===== config.mk =====
export PLATFORM = sky130hd
export DESIGN_NAME = game_ctrl_fsm_flat
export DESIGN_NICKNAME = d
export VERILOG_FILES = /design/src/rtl/game_ctrl_fsm_pkg.sv /design/src/rtl/game_ctrl_fsm_if.sv /design/src/rtl/game_ctrl_fsm_timer.sv /design/src/rtl/game_ctrl_fsm.sv /design/src/flat_wrapper.sv
export SDC_FILE = /design/constraint.sdc
export NUM_CORES = 1
export LEC_CHECK = 0
export CAP_MARGIN = 20
export CELL_PAD_IN_SITES_DETAIL_PLACEMENT = 2
export CELL_PAD_IN_SITES_GLOBAL_PLACEMENT = 2
export CORE_MARGIN = 8
export CORE_UTILIZATION = 35
export DETAILED_ROUTE_END_ITERATION = 8
export DONT_BUFFER_PORTS = 1
export PLACE_DENSITY = 0.82
export SLEW_MARGIN = 20
export SYNTH_ARGS = -nofsm -noshare
export SYNTH_HDL_FRONTEND = slang
export SYNTH_HIERARCHICAL = 1
export SYNTH_SLANG_ARGS = --single-unit

===== constraint.sdc =====
create_clock -name clk -period 2.4 [get_ports clk]
set_input_delay 0.36 -clock clk [delete_from_list [all_inputs] [get_ports clk]]
set_output_delay 0.36 -clock clk [all_outputs]
set_load 0.02 [all_outputs]

===== src/rtl/game_ctrl_fsm_pkg.sv =====
// Shared types for the Minesweeper game controller: FSM states, result and board-condition codes.
// No logic, no latency.
// No flow control; types only.
package game_pkg;

  // Controller states; 12 codes in 4 bits, the unused codes are treated as illegal.
  typedef enum logic [3:0] {
    ST_IDLE          = 4'd0,
    ST_WAIT_SEL      = 4'd1,
    ST_MINE_PLACE    = 4'd2,
    ST_SEL_START     = 4'd3,
    ST_PLAY          = 4'd4,
    ST_PAUSED        = 4'd5,
    ST_HIT           = 4'd6,
    ST_WIN_S         = 4'd7,
    ST_LOSE_S        = 4'd8,
    ST_IF_PLAY_AGAIN = 4'd9,
    ST_RST_BOARD     = 4'd10,
    ST_ERROR         = 4'd11
  } state_t;

  // Game outcome as presented on the result port.
  typedef enum logic [1:0] {
    RES_NONE = 2'd0,
    RES_WIN  = 2'd1,
    RES_MINE = 2'd2,
    RES_TIME = 2'd3
  } result_t;

  // Board status reported by the board logic each cycle.
  typedef enum logic [1:0] {
    COND_NONE   = 2'd0,
    COND_WIN    = 2'd1,
    COND_MINE   = 2'd2,
    COND_IGNORE = 2'd3
  } cond_t;

  // Handshake states are the ones guarded by the watchdog.
  function automatic logic is_handshake(state_t s);
    return (s == ST_MINE_PLACE) || (s == ST_SEL_START);
  endfunction

endpackage


===== src/rtl/game_ctrl_fsm_if.sv =====
// Bundles the controller's player/board inputs and control/status outputs.
// No logic, no latency.
// Level/pulse signalling only; no backpressure on any signal.
interface game_ctrl_fsm_if #(
  parameter int ADDR_W = 8,
  parameter int SEC_W  = 10
);

  // Inputs to the controller
  logic              go;
  logic              sel;
  logic [ADDR_W-1:0] cursor_addr;
  logic              mine_done;
  logic              start_done;
  logic [1:0]        cond;
  logic              pause;
  logic              tick_1hz;
  logic              play_again;

  // Outputs from the controller
  logic              mine_start;
  logic              start_en;
  logic              play_en;
  logic              board_clr;
  logic              done;
  logic [1:0]        result;
  logic [ADDR_W-1:0] start_cell_addr;
  logic [3:0]        lives_left;
  logic [SEC_W-1:0]  elapsed_sec;
  logic              err;

  // Side that drives the player/board inputs and observes status
  modport master (
    output go, sel, cursor_addr, mine_done, start_done, cond, pause, tick_1hz, play_again,
    input  mine_start, start_en, play_en, board_clr, done, result, start_cell_addr,
           lives_left, elapsed_sec, err
  );

  // The controller itself
  modport slave (
    input  go, sel, cursor_addr, mine_done, start_done, cond, pause, tick_1hz, play_again,
    output mine_start, start_en, play_en, board_clr, done, result, start_cell_addr,
           lives_left, elapsed_sec, err
  );

endinterface


===== src/rtl/game_ctrl_fsm_timer.sv =====
// Game timer: saturating seconds counter advanced by a 1 Hz tick while enabled, with limit compare.
// elapsed_sec updates one cycle after an enabled tick; timeout is combinational from the count.
// No backpressure; ticks arriving while disabled are dropped.
module game_timer #(
  parameter int          SEC_W      = 10,
  parameter int unsigned TIME_LIMIT = 999
) (
  input  logic             clk,
  input  logic             rst,
  input  logic             clr,
  input  logic             en,
  input  logic             tick,
  output logic [SEC_W-1:0] elapsed_sec,
  output logic             timeout
);

  localparam logic [SEC_W-1:0] SEC_MAX = '1;

  logic [SEC_W-1:0] sec_q;

  // Count enabled ticks, holding at all-ones; clear wins over counting.
  always_ff @(posedge clk or negedge rst) begin
    if (!rst) begin
      sec_q <= '0;
    end else if (clr) begin
      sec_q <= '0;
    end else if (en && tick && (sec_q != SEC_MAX)) begin
      sec_q <= sec_q + SEC_W'(1);
    end
  end

  assign elapsed_sec = sec_q;

  // A zero limit means unlimited play; compare at 32 bits so any limit value is honoured.
  assign timeout = (TIME_LIMIT != 0) && (32'(sec_q) >= TIME_LIMIT);

endmodule


===== src/rtl/game_ctrl_fsm.sv =====
// Minesweeper game controller: first pick, mine placement, start reveal, play with lives/pause/timer, replay.
// Moore outputs decoded from the state register; status registers update on the transition edge.
// No backpressure; mine placer and start-reveal handshakes are guarded by a cycle watchdog.
module game_ctrl_fsm
  import game_pkg::*;
#(
  parameter int          ADDR_W     = 8,
  parameter int          LIVES      = 1,
  parameter int          SEC_W      = 10,
  parameter int unsigned TIME_LIMIT = 999,
  parameter int unsigned HS_TIMEOUT = 4096
) (
  input  logic           clk,
  input  logic           rst,
  game_ctrl_fsm_if.slave bus
);

  localparam int          WD_W       = $clog2(HS_TIMEOUT + 1);
  localparam logic [WD_W-1:0] WD_LAST = WD_W'(HS_TIMEOUT - 1);
  localparam logic [3:0]  LIVES_INIT = 4'(LIVES);

  state_t            state_q, state_d;
  result_t           result_q, result_d;
  logic [3:0]        lives_q, lives_d;
  logic [ADDR_W-1:0] addr_q, addr_d;
  logic [WD_W-1:0]   wd_q;
  logic              wd_expired;
  logic              timer_timeout;
  logic [SEC_W-1:0]  timer_sec;
  cond_t             cond_in;

  assign cond_in    = cond_t'(bus.cond);
  assign wd_expired = (wd_q == WD_LAST);

  game_timer #(
    .SEC_W      (SEC_W),
    .TIME_LIMIT (TIME_LIMIT)
  ) u_timer (
    .clk         (clk),
    .rst         (rst),
    .clr         (state_q == ST_RST_BOARD),
    .en          (state_q == ST_PLAY),
    .tick        (bus.tick_1hz),
    .elapsed_sec (timer_sec),
    .timeout     (timer_timeout)
  );

  // State and status registers; reset returns to IDLE with a full set of lives.
  always_ff @(posedge clk or negedge rst) begin
    if (!rst) begin
      state_q  <= ST_IDLE;
      result_q <= RES_NONE;
      lives_q  <= LIVES_INIT;
      addr_q   <= '0;
    end else begin
      state_q  <= state_d;
      result_q <= result_d;
      lives_q  <= lives_d;
      addr_q   <= addr_d;
    end
  end

  // Watchdog restarts on every state change and only runs in the handshake states.
  always_ff @(posedge clk or negedge rst) begin
    if (!rst) begin
      wd_q <= '0;
    end else if (state_d != state_q) begin
      wd_q <= '0;
    end else if (is_handshake(state_q) && !wd_expired) begin
      wd_q <= wd_q + WD_W'(1);
    end
  end

  // Next-state and status-register update logic.
  always_comb begin
    state_d  = state_q;
    result_d = result_q;
    lives_d  = lives_q;
    addr_d   = addr_q;
    unique case (state_q)
      ST_IDLE: begin
        if (bus.go) state_d = ST_WAIT_SEL;
      end
      ST_WAIT_SEL: begin
        if (bus.sel) begin
          state_d = ST_MINE_PLACE;
          addr_d  = bus.cursor_addr;
        end
      end
      ST_MINE_PLACE: begin
        // A done arriving on the last allowed cycle still counts.
        if (bus.mine_done)   state_d = ST_SEL_START;
        else if (wd_expired) state_d = ST_ERROR;
      end
      ST_SEL_START: begin
        if (bus.start_done)  state_d = ST_PLAY;
        else if (wd_expired) state_d = ST_ERROR;
      end
      ST_PLAY: begin
        // Win beats a mine hit, which beats the time limit, which beats pause.
        if (cond_in == COND_WIN) begin
          state_d  = ST_WIN_S;
          result_d = RES_WIN;
        end else if (cond_in == COND_MINE) begin
          state_d = ST_HIT;
        end else if (timer_timeout) begin
          state_d  = ST_LOSE_S;
          result_d = RES_TIME;
        end else if (bus.pause) begin
          state_d = ST_PAUSED;
        end
      end
      ST_PAUSED: begin
        if (!bus.pause) state_d = ST_PLAY;
      end
      ST_HIT: begin
        lives_d = lives_q - 4'd1;
        if (lives_q <= 4'd1) begin
          state_d  = ST_LOSE_S;
          result_d = RES_MINE;
        end else begin
          state_d = ST_PLAY;
        end
      end
      ST_WIN_S, ST_LOSE_S: begin
        state_d = ST_IF_PLAY_AGAIN;
      end
      ST_IF_PLAY_AGAIN, ST_ERROR: begin
        if (bus.play_again) state_d = ST_RST_BOARD;
      end
      ST_RST_BOARD: begin
        state_d  = ST_WAIT_SEL;
        result_d = RES_NONE;
        lives_d  = LIVES_INIT;
        addr_d   = '0;
      end
      default: begin
        // Corrupted encoding: park in ERROR until the player asks for a new game.
        state_d = ST_ERROR;
      end
    endcase
  end

  // Moore control outputs decoded from the current state.
  always_comb begin
    bus.mine_start = (state_q == ST_MINE_PLACE);
    bus.start_en   = (state_q == ST_SEL_START);
    bus.play_en    = (state_q == ST_PLAY);
    bus.board_clr  = (state_q == ST_RST_BOARD);
    bus.done       = (state_q == ST_WIN_S) || (state_q == ST_LOSE_S);
    bus.err        = (state_q == ST_ERROR);
  end

  assign bus.result          = result_q;
  assign bus.start_cell_addr = addr_q;
  assign bus.lives_left      = lives_q;
  assign bus.elapsed_sec     = timer_sec;

endmodule


===== src/flat_wrapper.sv =====
// flat-port wrapper written by rule: the top's interface ports become plain ports
module game_ctrl_fsm_flat import game_pkg::*;
#(
  parameter int          ADDR_W     = 8,
  parameter int          LIVES      = 1,
  parameter int          SEC_W      = 10,
  parameter int unsigned TIME_LIMIT = 999,
  parameter int unsigned HS_TIMEOUT = 4096
)
  (clk, rst, bus_go, bus_sel, bus_cursor_addr, bus_mine_done, bus_start_done, bus_cond, bus_pause, bus_tick_1hz, bus_play_again, bus_mine_start, bus_start_en, bus_play_en, bus_board_clr, bus_done, bus_result, bus_start_cell_addr, bus_lives_left, bus_elapsed_sec, bus_err);
  game_ctrl_fsm_if #(.ADDR_W(ADDR_W), .SEC_W(SEC_W)) bus_i ();
  input  logic clk;
  input  logic rst;
  input wire logic [$bits(bus_i.go)-1:0] bus_go;
  input wire logic [$bits(bus_i.sel)-1:0] bus_sel;
  input wire logic [$bits(bus_i.cursor_addr)-1:0] bus_cursor_addr;
  input wire logic [$bits(bus_i.mine_done)-1:0] bus_mine_done;
  input wire logic [$bits(bus_i.start_done)-1:0] bus_start_done;
  input wire logic [$bits(bus_i.cond)-1:0] bus_cond;
  input wire logic [$bits(bus_i.pause)-1:0] bus_pause;
  input wire logic [$bits(bus_i.tick_1hz)-1:0] bus_tick_1hz;
  input wire logic [$bits(bus_i.play_again)-1:0] bus_play_again;
  output wire logic [$bits(bus_i.mine_start)-1:0] bus_mine_start;
  output wire logic [$bits(bus_i.start_en)-1:0] bus_start_en;
  output wire logic [$bits(bus_i.play_en)-1:0] bus_play_en;
  output wire logic [$bits(bus_i.board_clr)-1:0] bus_board_clr;
  output wire logic [$bits(bus_i.done)-1:0] bus_done;
  output wire logic [$bits(bus_i.result)-1:0] bus_result;
  output wire logic [$bits(bus_i.start_cell_addr)-1:0] bus_start_cell_addr;
  output wire logic [$bits(bus_i.lives_left)-1:0] bus_lives_left;
  output wire logic [$bits(bus_i.elapsed_sec)-1:0] bus_elapsed_sec;
  output wire logic [$bits(bus_i.err)-1:0] bus_err;
  assign bus_i.go = bus_go;
  assign bus_i.sel = bus_sel;
  assign bus_i.cursor_addr = bus_cursor_addr;
  assign bus_i.mine_done = bus_mine_done;
  assign bus_i.start_done = bus_start_done;
  assign bus_i.cond = bus_cond;
  assign bus_i.pause = bus_pause;
  assign bus_i.tick_1hz = bus_tick_1hz;
  assign bus_i.play_again = bus_play_again;
  assign bus_mine_start = bus_i.mine_start;
  assign bus_start_en = bus_i.start_en;
  assign bus_play_en = bus_i.play_en;
  assign bus_board_clr = bus_i.board_clr;
  assign bus_done = bus_i.done;
  assign bus_result = bus_i.result;
  assign bus_start_cell_addr = bus_i.start_cell_addr;
  assign bus_lives_left = bus_i.lives_left;
  assign bus_elapsed_sec = bus_i.elapsed_sec;
  assign bus_err = bus_i.err;
  game_ctrl_fsm #(.ADDR_W(ADDR_W), .LIVES(LIVES), .SEC_W(SEC_W), .TIME_LIMIT(TIME_LIMIT), .HS_TIMEOUT(HS_TIMEOUT)) u_core (.clk(clk), .rst(rst), .bus(bus_i));
endmodule

==> results.toml <==
[clock_tree]
cts_inserted_buffers = 5
cts.path.max_buffers = 2
clk_pin_slew_worst_paths_ps = 90
clockRootBuffer = "clkbuf_8"
cts.sinks = 41
htreeDepth = 2
cts_tree = "done"
worstSkewPairLatency_ps = 310

[power]
p_sw_uw = 1664
irDropWorstVdd_v = 0.0006291
p_comb_share_pct = 48.2
p_sw_share_pct = 47.83
seq_power_share_pct = 34.3
p_leak_uw = 0.001288
power_density_nw_per_um2 = 1129
pwr-share-clk_pct = 17.5
intPower_uw = 1815

[setup_path]
rr_worst_depth = 8
path_max_fanout = 7
worstPathArrival_ps = 2530
r2r_end = "u_core/wd_q[4]"
crit_start = "u_core/u_timer/elapsed_sec[0]"
setup.worst_path.end_class = "flip-flop"
worst-setup-path-type = "flip-flop to flip-flop"
critPathLaunchType = "flip-flop"
cp.required_ps = 2590
rr_startpoint = "u_core/u_timer/elapsed_sec[0]"
ff2ff_setup_slack_ps = 60

[sta]
finalSetupTns_ps = 0
hold_viol_final = 0
clock_skew_ps = 10.05
slew_viol_final = 0
worstMarginPinSlew_ps = 567.5
min_period_ps = 2341
slew_headroom_pct = 61.84
fmax_mhz = 427.2
setup_viol = 0
period_share_pct = 97.52
holdWs_ps = 157.9

[floorplanning]
core_um2 = 7214
ioPinCount = 49
die_w_um = 101.9
dieArea_um2 = 10370
die_height_um = 101.9
start_util_pct = 35.76
rows = 31

[routing]
drc = 0
wl_met2_um = 4569
vias = 2303
wl_um = 8923
drt_iter0_drc = 69
vias_per_cell = 5.658
wl_per_cell_um = 21.92
highest_layer = "met4"
ant_nets = 0
wl_met3_um = 421
met1Wirelength_um = 3826
first_pass_iters = 4

[layout]
drive_above_1_share_pct = 27.27
nNetsFinal = 331
final_util_pct = 42.70
final_area_um2 = 3080
final_cells = 407
diodes = 0
syn2layout_area_growth_pct = 19.40

[placed_design]
dp.final_hpwl_um = 6083
portBuffers = 0
placed_cell_area_um2 = 2820
gp_congestion = 0.7962
place_inst = 393

[synthesis]
yosysSeqAreaShare_pct = 39.82
synth_top_area_share_pct = 38.80
synthArstFlopShare_pct = 100.0
synth.area.top_cells = "dfrtp_1, nand2_1, nor3_2, nand3_1, o21ai_0"
ys_ff_latch = 41
synthDistinctLibCells = 65
syn-instance-count = 280
yosysTopAreaCell = "dfrtp_1"
avgSynthCellArea_um2 = 9.214
synth_area_um2 = 2580
synth_nets = 304
yosys_warnings = 6
synth_edf_count = 0
synth-main-ff-cell = "dfrtp_1"

[flow_run]
maxCapViolations = 0

[global_routing]
grt_pass1_wl_um = 13810
grt_pass1_vias = 2501
grt.overflow.total = 0
grt_use_total_pct = 17.24
antenna_found_initial = 0
grt_max_degree = 42

[worst_hold_path]
hold_path_class = "input port to flip-flop"
hold_depth = 2
whs_endpoint = "u_core/bus.start_cell_addr[3]"
min_from = "bus_cursor_addr[3]"

[status]
status = "completed"
-- placed cells by master (no fill, tap or decap), types with 2 or more instances in the layout --
cell and count:
ha_2 2, nand2_2 2, inv_1 15, nand4_1 3, buf_4 28, or4_1 3, nor3_1 7, o31ai_1 4
clkbuf_8 6, dfrtp_1 39, nand3_2 2, nor2_1 17, and3_1 2, nor3_2 13, mux2i_1 2, nand3_1 21
a21oi_2 2, o21ai_1 2, a31oi_1 3, nand2_1 37, a21o_1 2, xnor2_1 7, ha_1 3, xor2_1 6
a21oi_1 9, or3_1 3, or3_4 2, nor3b_1 3, o21ai_0 15, nor3_4 3
-- sequential cells by signal (all words and copies together) (netlist names) --
name	flops
u_core/wd_q	13
u_core/u_timer/elapsed_sec	10
u_core/bus.start_cell_addr	8
u_core/bus.lives_left	4
u_core/state_q	4
u_core/bus.result	2
-- layout make-up --
type | count | area, um^2
clock buffer | 6 | 82.58
clock inverter | 2 | 37.54
fill | 816 | 4134
inverter | 15 | 56.30
multi-input combinational | 213 | 1500
sequential | 41 | 1028
tap | 99 | 123.9
timing repair buffer | 31 | 251.5
-- what timing repair did --
action	in CTS	in global routing
pin swaps	1	11
endpoints found under the hold margin	41	0
gates cloned	0	1
endpoints found under the setup margin	13	13
setup buffers	1	2
hold buffers	2	0
gates resized for setup	2	16
-- per-stage QoR --
step | worst slack (ps) | total power [uW]
after floorplan | 64.36 | 2226
after global placement | 96.51 | 2538
after detailed placement | -145.4 | 2637
after CTS | 54.98 | 3294
after global routing | -51.69 | 3675
final | 59.42 | 3478
-- per-layer routing --
metal	GRT usage, %	vias up
met2	29.88	40
li1	-	1054
met4	4.063	0
met3	4.019	8
met1	21.08	1201
met5	0	-
-- cells in the mapped netlist, drive strengths merged (2+ instances only) --
master and instances:
mux2i 2, and3 3, nor3 23, nor2 18
o21bai 2, and2b 2, o311ai 2, xor2 6
a31oi 5, a211oi 2, nor4 2, dfrtp 40
nand3 24, xnor2 8, clkbuf 2, o31ai 4
or3 4, inv 15, nor3b 3, buf 10
a21o 2, nand4 4, nand2 39, or4 4
ha 5, a21oi 11, o21ai 17
-- power groups by stage --
stage	Combinational (uW)	Sequential [uW]	Clock, uW
after floorplan	1080	1150	0
after global placement	1350	1190	0
after detailed placement	1430	1200	0
after CTS	1470	1200	624
after global routing	1810	1220	646
final	1680	1190	610
-- logic make-up after synthesis --
kind of cell,share of synthesized area [%]
AND/OR/NAND/NOR,31.43
AO/OA/AOI/OAI,14.50
flip-flops,39.82
buffers and inverters,5.625
XOR/XNOR,5.044
adder cells (fa/ha/maj),2.813
multiplexers,0.7760
-- worst max-delay path by stage --
stage,to,slack (ps),depth (start not counted)
after global routing,u_core/wd_q[4],-50,8
after detailed placement,u_core/wd_q[1],-150,8
after CTS,u_core/wd_q[0],50,8
after floorplan,u_core/wd_q[10],60,9
final,u_core/wd_q[4],60,8
after global placement,u_core/wd_q[0],100,9
-- critical path: stages (launching register included) --
cell and delay (ps):
dfrtp_1 410, ha_2 240, o21ai_0 150, a211oi_2 340, a21oi_1 90, or4_4 450
a31oi_4 200, or3_4 270, nor3_4 70
(Power assumes the default switching activity.)
